## config.mk

```make
export PLATFORM = sky130hd
export DESIGN_NAME = stream_queue_bank
export DESIGN_NICKNAME = d
export VERILOG_FILES = /design/src/rtl/stream_queue_bank_pkg.sv /design/src/rtl/stream_queue_chan.sv /design/src/rtl/stream_queue_bank.sv
export SDC_FILE = /design/constraint.sdc
export NUM_CORES = 1
export LEC_CHECK = 0
export CAP_MARGIN = 20
export CORE_ASPECT_RATIO = 0.8
export CORE_MARGIN = 8
export CORE_UTILIZATION = 55
export DETAILED_ROUTE_END_ITERATION = 8
export GPL_TIMING_DRIVEN = 0
export PLACE_DENSITY = 0.73
export SYNTH_ARGS = -nofsm -noshare
export SYNTH_HDL_FRONTEND = slang
export SYNTH_SLANG_ARGS = --single-unit
```

## constraint.sdc

```tcl
create_clock -name clock -period 3.25 [get_ports clock]
set_input_delay 0.65 -clock clock [delete_from_list [all_inputs] [get_ports clock]]
set_output_delay 0.65 -clock clock [all_outputs]
set_load 0.05 [all_outputs]
```

## src/rtl/stream_queue_bank_pkg.sv

```systemverilog
// rtl/stream_queue_bank_pkg.sv - width helpers shared by the stream queue bank and its channels
package stream_queue_bank_pkg;

  function automatic int clog2(input int value);
    int r;
    r = 0;
    while ((1 << r) < value) r++;
    return r;
  endfunction

  // Pointer width for a DEPTH-entry ring; a 1-entry ring would otherwise get 0 bits.
  function automatic int ptr_width(input int depth);
    return (depth > 1) ? clog2(depth) : 1;
  endfunction

endpackage

```

## src/rtl/stream_queue_chan.sv

```systemverilog
// rtl/stream_queue_chan.sv - one show-ahead stream queue channel (data + eos), optional STREAM_QUEUE_HWM_EN high-water mark
module stream_queue_chan
  import stream_queue_bank_pkg::*;
#(
  parameter int WIDTH = 8,
  parameter int DEPTH = 16,
  parameter int SLACK = 0,
  parameter int CW    = clog2(DEPTH + 1)
) (
  input  logic             clock,
  input  logic             reset,
  input  logic [WIDTH-1:0] in_data_i,
  input  logic             in_eos_i,
  input  logic             in_valid_i,
  output logic             in_busy_o,
  output logic [WIDTH-1:0] out_data_o,
  output logic             out_eos_o,
  output logic             out_valid_o,
  input  logic             out_busy_i,
  output logic [CW-1:0]    occ_o,
  output logic             ovf_o
`ifdef STREAM_QUEUE_HWM_EN
  ,
  output logic [CW-1:0]    hwm_o
`endif
);

  localparam int PW = ptr_width(DEPTH);
  localparam logic [CW-1:0] FULL   = CW'(DEPTH);
  localparam logic [CW-1:0] THRESH = CW'(DEPTH - SLACK);
  localparam logic [PW-1:0] LAST   = PW'(DEPTH - 1);

  logic [WIDTH:0]  mem_q [DEPTH];
  logic [PW-1:0]   wr_ptr_q, wr_ptr_d, rd_ptr_q, rd_ptr_d;
  logic [CW-1:0]   count_q, count_d;
  logic            ovf_q, ovf_d;
  logic            rd, wr;

  function automatic logic [PW-1:0] ptr_inc(input logic [PW-1:0] p);
    return (p == LAST) ? '0 : p + PW'(1);
  endfunction

  // A full queue still accepts when the head leaves in the same cycle.
  always_comb begin
    rd       = (count_q != '0) && !out_busy_i;
    wr       = in_valid_i && ((count_q < FULL) || rd);
    count_d  = count_q;
    if (wr && !rd) count_d = count_q + CW'(1);
    else if (rd && !wr) count_d = count_q - CW'(1);
    wr_ptr_d = wr ? ptr_inc(wr_ptr_q) : wr_ptr_q;
    rd_ptr_d = rd ? ptr_inc(rd_ptr_q) : rd_ptr_q;
    ovf_d    = ovf_q | (in_valid_i & ~wr);
  end

  always_ff @(posedge clock or posedge reset) begin
    if (reset) begin
      wr_ptr_q <= '0;
      rd_ptr_q <= '0;
      count_q  <= '0;
      ovf_q    <= 1'b0;
    end else begin
      wr_ptr_q <= wr_ptr_d;
      rd_ptr_q <= rd_ptr_d;
      count_q  <= count_d;
      ovf_q    <= ovf_d;
    end
  end

  always_ff @(posedge clock) begin
    if (wr) mem_q[wr_ptr_q] <= {in_eos_i, in_data_i};
  end

`ifdef STREAM_QUEUE_HWM_EN
  logic [CW-1:0] hwm_q, hwm_d;

  always_comb begin
    hwm_d = (count_d > hwm_q) ? count_d : hwm_q;
  end

  always_ff @(posedge clock or posedge reset) begin
    if (reset) hwm_q <= '0;
    else       hwm_q <= hwm_d;
  end

  assign hwm_o = hwm_q;
`endif

  assign out_valid_o             = (count_q != '0);
  assign {out_eos_o, out_data_o} = out_valid_o ? mem_q[rd_ptr_q] : '0;
  assign in_busy_o               = (count_q >= THRESH);
  assign occ_o                   = count_q;
  assign ovf_o                   = ovf_q;

endmodule

```

## src/rtl/stream_queue_bank.sv

```systemverilog
// rtl/stream_queue_bank.sv - NCH independent stream queues; hwm port present with STREAM_QUEUE_HWM_EN
module stream_queue_bank
  import stream_queue_bank_pkg::*;
#(
  parameter  int NCH   = 2,
  parameter  int WIDTH = 8,
  parameter  int DEPTH = 16,
  parameter  int SLACK = 0,
  localparam int CW    = clog2(DEPTH + 1)
) (
  input  logic                 clock,
  input  logic                 reset,
  input  logic [NCH*WIDTH-1:0] qin_d,
  input  logic [NCH-1:0]       qin_e,
  input  logic [NCH-1:0]       qin_v,
  output logic [NCH-1:0]       qin_b,
  output logic [NCH*WIDTH-1:0] qout_d,
  output logic [NCH-1:0]       qout_e,
  output logic [NCH-1:0]       qout_v,
  input  logic [NCH-1:0]       qout_b,
  output logic [NCH*CW-1:0]    occ,
  output logic [NCH-1:0]       ovf
`ifdef STREAM_QUEUE_HWM_EN
  ,
  output logic [NCH*CW-1:0]    hwm
`endif
);

  for (genvar i = 0; i < NCH; i++) begin : g_chan
    stream_queue_chan #(
      .WIDTH (WIDTH),
      .DEPTH (DEPTH),
      .SLACK (SLACK),
      .CW    (CW)
    ) u_chan (
      .clock       (clock),
      .reset       (reset),
      .in_data_i   (qin_d[i*WIDTH +: WIDTH]),
      .in_eos_i    (qin_e[i]),
      .in_valid_i  (qin_v[i]),
      .in_busy_o   (qin_b[i]),
      .out_data_o  (qout_d[i*WIDTH +: WIDTH]),
      .out_eos_o   (qout_e[i]),
      .out_valid_o (qout_v[i]),
      .out_busy_i  (qout_b[i]),
      .occ_o       (occ[i*CW +: CW]),
      .ovf_o       (ovf[i])
`ifdef STREAM_QUEUE_HWM_EN
      ,
      .hwm_o       (hwm[i*CW +: CW])
`endif
    );
  end

endmodule
```

Word-level counts from Yosys, hierarchy flattened:

Memory sizes are Yosys's and may differ from the RTL's.
Cells that the tools add are included.

* eq/ne operators: 4
* $mul: 0
* $lt $le $gt $ge: 4
* reductions and logical operators: 20
* divide/modulo/power cells: 0
* bitwise logic cells: 6
* multiplexer cells: 14
* add/sub/neg operators: 8
* shift-type cells: 0

Operators by type and width (number)
* $mux 5: 4
* $mux 9: 2
* $add 4x1->4 const B: 4
* $eq 4x4->1 const B: 4
* $mux 4: 4
* $add 5x1->5 const B: 2
* $ge 5x5->1 const B: 2
* $lt 5x5->1 const B: 2
* $reduce_bool 5->1: 2
* $sub 5x1->5 const B: 2
* $logic_and 1x1->1: 8
* $logic_not 1->1: 6
* $mux 1: 4
* $reduce_bool 2->1: 2
* $and 1x1->1: 2
* $logic_or 1x1->1: 2
* $not 1->1: 2
* $or 1x1->1: 2

* output and inout port bits: 34
* bits in read-only memories: 0
* register bits: 28
* bits in latches: 0
* memories kept: 2
* bits of input ports: 24
* logic and storage cells: 66
* memory bits (writable): 288

Memories
* g_chan[0].u_chan.mem_q: words 16, bits a word 9, read ports 1, clocked after memory_dff 0, wr ports 1, RTL line stream_queue_chan.sv:33 `logic [WIDTH:0] mem_q [DEPTH];`
* g_chan[1].u_chan.mem_q: words 16, bits a word 9, read ports 1, clocked after memory_dff 0, wr ports 1, RTL line stream_queue_chan.sv:33

Logic depth before layout (Yosys ltp):

Gate-level depths: netlist (run 1).

* depth after elaboration: 8
* depth in mapped cells: 10
* mapped depth without buffers: 10

Cells and area by module:

Synthesis (run 1) repeated with hierarchy kept, for this count alone.

* cell total of the unflattened synthesis: 682
* area total of the unflattened synthesis: 12986.2 um^2

Modules (own cells, without submodules)
* stream_queue_chan (g_chan[1].u_chan): times used 1, area an instance 6493.7 um^2, cells an instance 341, seq. area each 4674.5 um^2
* stream_queue_chan (g_chan[0].u_chan): times used 1, area an instance 6492.5 um^2, cells an instance 341, seq. area each 4674.5 um^2

Worst setup path after synthesis (run 1):

Ideal clock, no wire load.

* path kind: reg2out
* start: register g_chan[0].u_chan.count_q[0]
* end: output port qout_d[0]
* path buffers: 1
* required time: 2600 ps
* stages on the path, launching flop included: 5
* slack: 162 ps
* arrival: 2438 ps
* cell sequence: dfrtp_1 nor3_1 and2_1 clkbuf_1 a211oi_1

* longest elaborated chain between the ends: 2

Ends and longest elaborated chain
* from (decl): RTL line stream_queue_chan.sv:35 `logic [CW-1:0] count_q, count_d;`
* from (signal assigned): RTL line stream_queue_chan.sv:64 `count_q <= count_d;`
* $reduce_bool 5->1: RTL line stream_queue_chan.sv:88 `assign out_valid_o = (count_q != '0);`
* $mux 9: RTL line stream_queue_chan.sv:89 `assign {out_eos_o, out_data_o} = out_valid_o ? mem_q[rd_ptr_q] : '0;`
* to (decl): RTL line stream_queue_bank.sv:17 `output logic [NCH*WIDTH-1:0] qout_d,`

No other way between the ends.

Final worst setup path (run 1):

* start: register g_chan[0].u_chan.rd_ptr_q[1]
* end: output port qout_d[0]

* longest elaborated chain between the ends: 2

Ends and longest elaborated chain
* from (decl): RTL line stream_queue_chan.sv:34 `logic [PW-1:0] wr_ptr_q, wr_ptr_d, rd_ptr_q, rd_ptr_d;`
* from (signal assigned): RTL line stream_queue_chan.sv:63 `rd_ptr_q <= rd_ptr_d;`
* $mem_v2 16x9
* $mux 9: RTL line stream_queue_chan.sv:89

No other way between the ends.

==> results of run 1 <==
[metrics by stage]
step,TNS (ps),cells
floorplan,0,687
global placement,-25040,1056
detailed placement,-3992,1062
CTS,0,1114
global route,-39.61,1118
finish,0,1118
[cell usage after synthesis, types with 2 or more instances]
master	n	area, um2
edfxtp_1	288	8648
mux4_2	67	1509
dfrtp_1	28	700.7
a211oi_1	25	187.7
nand2_1	21	78.83
nor2_1	21	78.83
buf_4	19	142.6
ha_1	19	237.7
inv_1	19	71.32
mux2i_1	18	180.2
nor2b_1	15	93.84
clkbuf_1	13	48.80
nor3_1	13	65.06
o21ai_0	12	60.06
a211oi_2	10	125.1
a21oi_1	8	40.04
buf_2	8	40.04
nand3_1	8	40.04
xnor2_1	8	70.07
and2_1	5	31.28
buf_6	5	56.30
nor4_1	5	31.28
o41ai_1	5	43.79
a21o_1	4	30.03
mux4_1	4	105.1
nor2b_4	4	55.05
a31oi_1	3	18.77
mux2_2	3	33.78
a21boi_0	2	15.01
a31o_2	2	17.52
fa_1	2	40.04
mux2_4	2	30.03
nand2b_1	2	12.51
o2111ai_1	2	17.52
or3_1	2	12.51
xor2_1	2	17.52
[layer usage]
metal	part of all wire, %	vias to the layer above
li1	-	2963
met1	44	3609
met2	47	290
met3	7.7	39
met4	1.8	2
met5	0.055	-
[cell families (layout without fill, tap and decap cells)]
group,count (synthesis),count (layout),synth area share (%)
DFF,316,316,71.37
muxes,94,94,14.18
buffers and inverters,68,187,2.942
xor gates and xnor gates,10,10,0.6686
adders and majority gates,21,21,2.120
and+or+nand+nor,98,98,3.954
AOI/OAI and AO/OA,80,80,4.766
[power by group]
group / leakage (uW) / switching (uW) / internal [uW] / total [uW]
sequential: 0.00293 / 274 / 4910 / 5190
combinational: 0.00166 / 3620 / 2360 / 5970
clock: 0.000443 / 1430 / 1830 / 3260
total: 0.00503 / 5320 / 9100 / 14400
[registers in the layout, indices dropped and copies added, names as in the netlist]
register,cells
g_chan.u_chan.wr_ptr_q,8
g_chan.u_chan.mem_q,288
g_chan.u_chan.occ_o,10
g_chan.u_chan.ovf_o,2
g_chan.u_chan.rd_ptr_q,8
[worst max-delay path, delay by kind of cell, from the launching register on]
kind | cells | cell delay [ps]
muxes | 1 | 530
DFF | 1 | 500
buffers and inverters | 2 | 430
AOI/OAI and AO/OA | 2 | 410
and+or+nand+nor | 1 | 150
[final timing paths]
path | from | to | slack [ps] | cells past startpoint
worst min register to register | g_chan[0].u_chan.ovf_o | g_chan[0].u_chan.ovf_o | 470 | 1
worst min-delay path | reset | g_chan[1].u_chan.occ_o[1] | 350 | 2
worst max-delay path | g_chan[0].u_chan.rd_ptr_q[1] | qout_d[0] | 40 | 6
worst max register to register | g_chan[0].u_chan.occ_o[0] | g_chan[0].u_chan.occ_o[4] | 280 | 10
min in group clock | g_chan[0].u_chan.ovf_o | g_chan[0].u_chan.ovf_o | 470 | 1
max in group asynchronous | reset | g_chan[1].u_chan.rd_ptr_q[0] | 2480 | 3
[layout make-up]
cell class              count  share of cell area [%]
clock inverters            18                  0.9411
repair buffers             67                   3.905
multi-input cells         303                   23.08
flip-flops and latches    316                   61.71
plain buffers              47                   2.212
clock buffers              34                   5.052
well taps                 312                   2.576
inverters                  21                  0.5201
[timing repair]
| item | CTS | global route |
|---|---|---|
| pin swaps | 0 | 2 |
| hold endpoints to repair | 0 | 0 |
| gates resized for setup | 117 | 21 |
| setup endpoints to repair | 21 | 12 |
| setup buffers | 0 | 2 |
==> summary.txt, run 1 <==
Synth
  – Synth async-reset ratio: under 10%
  – Register area share after synthesis: between 70% and 80%
  – Yosys warnings: 0
  – Post-synth EDFFs: 288
  – #FFs+latches synth: approximately 320
  – Syn Area/Cell: about 19 um2
  – Ys flop type: edfxtp_1
  – Gate count of the mapped netlist: a little under 700
  – Synthesized area: roughly 13,000 um2
  – Post-synth net total: between 700 and 800
  – Yosys cell types: 49

Cells and area
  – Final Core Density: around two thirds
  – Finished layout cell area: roughly 15,000 um2
  – Commonest non-fill, non-tap cell in the layout: edfxtp_1
  – Number of diodes: 0
  – FF/Latch Area: 9353 um2
  – Number of fill cells: 1,538
  – Fraction of layout cells with a size suffix above 1: ~28%
  – Most frequent cells in the layout: 288 x edfxtp_1, 67 x mux4_2, 37 x clkdlybuf4s50_1
  – Fin nets: between 800 and 900
  – Layout area overhead: 15.69%
  – Multi-input combinational cell area: 3498 um2

Drt
  – DR DRC count: 0
  – Vias per std cell: ~6.2
  – Initial DRT Pass Iterations: 5
  – Total Wirelength: approximately 27 mm
  – Iter 0 DRT Violations: roughly 690
  – Detail Route Antenna Nets: 0
  – Avg WL per Cell: between 20 and 25 um
  – DR vias: about 6,900

Global routing
  – Congestion Overflow GR: 0
  – GR Layer Usage met3: 3.187%
  – Initial antenna violation count: 1
  – Busiest grt layer: met2
  – First-pass GRT wire length: between 40 and 50 mm
  – Vias in the first global route: about 7,100
  – Global Route Usage Sum: about a fifth
  – Largest net degree at the start of global routing: 29
  – Met2 Use GR: 28.95%
  – GR Layer Usage met1: ~27%

STA
  – Min Tclk post-route: 3214 ps
  – Fin. Hold Viols: 0
  – RSZ-0062 raised after global routing: true
  – Worst Tran Pin Value: approximately 1100 ps
  – Final worst path period share: slightly below 100%
  – Finish-stage setup viols: 0
  – Final setup margin: 36.16 ps
  – Pins Over Slew Limit: 0
  – Hold WS: 352.9 ps
  – Clock Skew: ~24 ps
  – Fmax: 311.2 MHz
  – Slew headroom: ~29%

Setup path
  – Critical path arrival: 2560 ps
  – Critical path's largest stage delay: ~530 ps
  – Crit path max fanout: 5
  – Kind of critical path: reg -> out
  – CP max-delay cell: mux4_1
  – CP required: between 2000 and 3000 ps
  – Crit. End Element: output pin
  – Startpoint Class: flip-flop
  – Crit-path cells: buf_4 > mux4_1 > nor2b_1 > a211oi_1 > a211oi_2 > clkbuf_4

Clock tree
  – CTS Buffer Depth: 3
  – Clock Tree Root: clkbuf_16
  – TritonCTS Buffers: 30
  – Clock Sinks: around 320
  – CTS Hold Bufs: 0
  – Reg clk slew, reported paths: about 60 ps
  – TritonCTS clock tree: done
  – Htree depth: 1
  – Worst-Skew Late Latency: ~560 ps

Placed design
  – PortBufs: 57
  – GPL Wtd Cong: 0.8067
  – Place WS: -674.7 ps
  – DP HPWL: around 18 mm
  – Dpl cell area: between 10,000 and 15,000 um2

Power
  – PD cells: 951.8 nW/um2
  – Power consumption: roughly 14,000 uW
  – Peak supply drop: between 0.001 and 0.0015 V
  – Leakage power: approximately 0.005 uW

Flow run
  – Max cap viols: 0

Die
  – Die Ht: ~150 um
  – Core Region: roughly 23,000 um2
  – Starting density of the core: between 50% and 60%
  – Placement Rows: 50
  – Die area: 29,040 um2
  – Die width: roughly 190 um
  – Top Ports: 58

Outcome
  – Status: finished clean

Min path
  – Hold Crit Class: in -> async
No activity file was read; power rests on OpenSTA's default activity.
==> inputs of run 2 (changes only) <==
Settings changed: SETUP_SLACK_MARGIN set to 0.2.
==> summary.txt, run 2 (synthesized netlist as in run 1, its figures left out) <==
Die
  – Placement Rows: 50 (unchanged)
  – Die Ht: 154.0 um (unchanged)
  – Core Region: 23,400 um2 (unchanged)
  – Die width: 188.6 um (unchanged)
  – Top Ports: 58 (unchanged)
  – Die area: 29,040 um2 (unchanged)
  – Starting density of the core: 55.99% (unchanged)

Cells and area
  – Biggest register: g_chan.u_chan.mem_q
  – Number of fill cells: 1,494 (-2.9%)
  – Number of diodes: 0 (unchanged)
  – Commonest non-fill, non-tap cell in the layout: edfxtp_1
  – Most frequent cells in the layout: 288 x edfxtp_1, 70 x mux4_2, 36 x clkdlybuf4s50_1
  – Layout area overhead: 19.10%
  – Max reg flops: 288 (unchanged)
  – Fin nets: 844 (+1.6%)
  – Fraction of layout cells with a size suffix above 1: 32.48% (+4.8 points)

Global routing
  – Initial antenna violation count: 1 (unchanged)
  – Largest net degree at the start of global routing: 29 (unchanged)
  – Congestion Overflow GR: 0 (unchanged)
  – Global Route Usage Sum: 18.91% (+0.29 points)
  – First-pass GRT wire length: 42.52 mm (+1.7%)
  – Vias in the first global route: 7,121 (+1.0%)

STA
  – Finish-stage setup viols: 0 (unchanged)
  – Pins Over Slew Limit: 0 (unchanged)
  – Fin Setup TNS: 0 ps (unchanged)
  – Slew headroom: 29.97% (+0.70 points)
  – Worst Tran Pin Value: 1047 ps (-10.49 ps)
  – Clock Skew: 27.56 ps (+3.751 ps)
  – Fmax: 317.7 MHz (+2.1%)
  – RSZ-0062 raised after global routing: true
  – Min Tclk post-route: 3148 ps (-66.18 ps)
  – Final worst path period share: 96.85% (-2.0 points)
  – Fin. Hold Viols: 0 (unchanged)
  – Final setup margin: 102.3 ps (+66.18 ps)

Placed design
  – GPL Wtd Cong: 0.8067 (unchanged)
  – Place WS: -674.7 ps (unchanged)
  – PortBufs: 57 (unchanged)
  – DP HPWL: 18.30 mm (unchanged)

Drt
  – Initial DRT Pass Iterations: 5 (unchanged)
  – Iter 0 DRT Violations: 716 (+4.4%)
  – DR vias: 6,890 (-0.19%)
  – Detail Route Antenna Nets: 0 (unchanged)
  – Vias per std cell: 6.092 (-1.3%)
  – Avg WL per Cell: 24.83 um (+1.5%)
  – Total Wirelength: 28.09 mm (+2.7%)
  – DR DRC count: 0 (unchanged)

Flow run
  – Max cap viols: 0 (unchanged)

Setup path
  – Worst R2R Start: g_chan[0].u_chan.occ_o[0]
  – Kind of critical path: reg -> out
  – Crit path max fanout: 5 (unchanged)
  – Register-to-register setup slack: 350 ps (+70 ps)
  – Startpoint Class: flip-flop
  – Crit-path leading delay family: multiplexers
  – Crit. End Element: output pin
  – CP max-delay cell: mux4_2
  – RR Endpoint: g_chan[0].u_chan.occ_o[4]
  – CP required: 2600 ps (about the same)
  – Cell mode on critical path: a211oi_2
  – WP buf/inv: 3 (+1)
  – Crit-path cells: clkbuf_16 > buf_4 > mux4_2 > nor2b_4 > a211oi_2 > a211oi_2 > buf_6
  – Critical path arrival: 2500 ps (-60 ps)
  – Critical path's largest stage delay: 520 ps (about the same)
  – R2R depth: 10 (unchanged)

Clock tree
  – CTS Buffer Depth: 3 (unchanged)
  – Reg clk slew, reported paths: 60 ps (about the same)
  – TritonCTS clock tree: done
  – CTS Hold Bufs: 0 (unchanged)
  – Clock Tree Root: clkbuf_16
  – Clock Sinks: 316 (unchanged)
  – TritonCTS Buffers: 30 (unchanged)
  – Worst-Skew Late Latency: 560 ps (about the same)
  – Htree depth: 1 (unchanged)

Power
  – Leakage power: 0.005207 uW (+3.5%)
  – Peak supply drop: 0.0008023 V (-25%)
  – PD cells: 980.5 nW/um2 (+3.0%)

Outcome
  – Status: finished clean

Min path
  – Hold Crit Class: in -> async
-- run 2: cell type report --
| class | instances | area (um2) | share of cell area, % |
|---|---|---|---|
| sequential | 316 | 9354 | 59.95 |
| multi-input combinational | 303 | 3671 | 23.53 |
| timing repair buffer | 80 | 808.3 | 5.180 |
| clock buffer | 34 | 765.7 | 4.908 |
| tap | 312 | 390.4 | 2.502 |
| buffer | 47 | 387.9 | 2.486 |
| clock inverter | 18 | 142.6 | 0.9142 |
| inverter | 21 | 82.58 | 0.5293 |
-- run 2: power breakdown --
group	internal, uW	switching (uW)	total [uW]
Sequential	4910	295	5210
Clock	1830	1440	3270
Combinational	2910	3900	6810
-- run 2: worst reg2reg max path: stages (launching register included) --
cell and delay [ps]:
dfrtp_1 450, nor3_2 270, a21oi_2 120, inv_1 100, ha_1 210, inv_1 150
fa_1 430, a21o_1 230, a2111oi_2 430, a31oi_1 70, a221o_1 320
-- run 2: layer usage --
metal	routed length, um	global-route usage [%]	vias up
met5	15	0	-
met4	432	4.013	2
met3	2207	3.413	40
met2	13220	29.43	286
met1	12210	27.77	3581
li1	-	-	2981
-- run 2: worst max-delay path by stage --
stage	from	to	slack [ps]	cells past startpoint
floorplan	g_chan[0].u_chan.occ_o[0]	qout_d[0]	160	4
global placement	qout_b[0]	g_chan[0].u_chan.occ_o[4]	-450	10
detailed placement	qout_b[0]	g_chan[0].u_chan.occ_o[4]	-670	10
CTS	g_chan[0].u_chan.rd_ptr_q[1]	qout_e[0]	130	6
global route	g_chan[1].u_chan.rd_ptr_q[1]	qout_d[14]	20	7
finish	g_chan[1].u_chan.rd_ptr_q[1]	qout_d[14]	100	7
-- run 2: per-stage QoR --
stage | area (um2) | hold slack [ps] | std cells | total power (uW) | utilization (%)
after global routing | 15600 | 364.6 | 1131 | 15920 | 66.68
after CTS | 15240 | 474.9 | 1119 | 14790 | 65.13
after detailed placement | 14160 | 460.9 | 1062 | 11230 | 60.50
final | 15600 | 350.0 | 1131 | 15300 | 66.68
after global placement | 14060 | 455.6 | 1056 | 11000 | 60.10
after floorplan | 13100 | 442.8 | 687 | 9458 | -
-- run 2: repair_timing --
item,in CTS,in global routing
setup endpoints to repair,21,21
buffers inserted,4,9
gates cloned,1,1
pin swaps,16,19
resized for setup,175,59
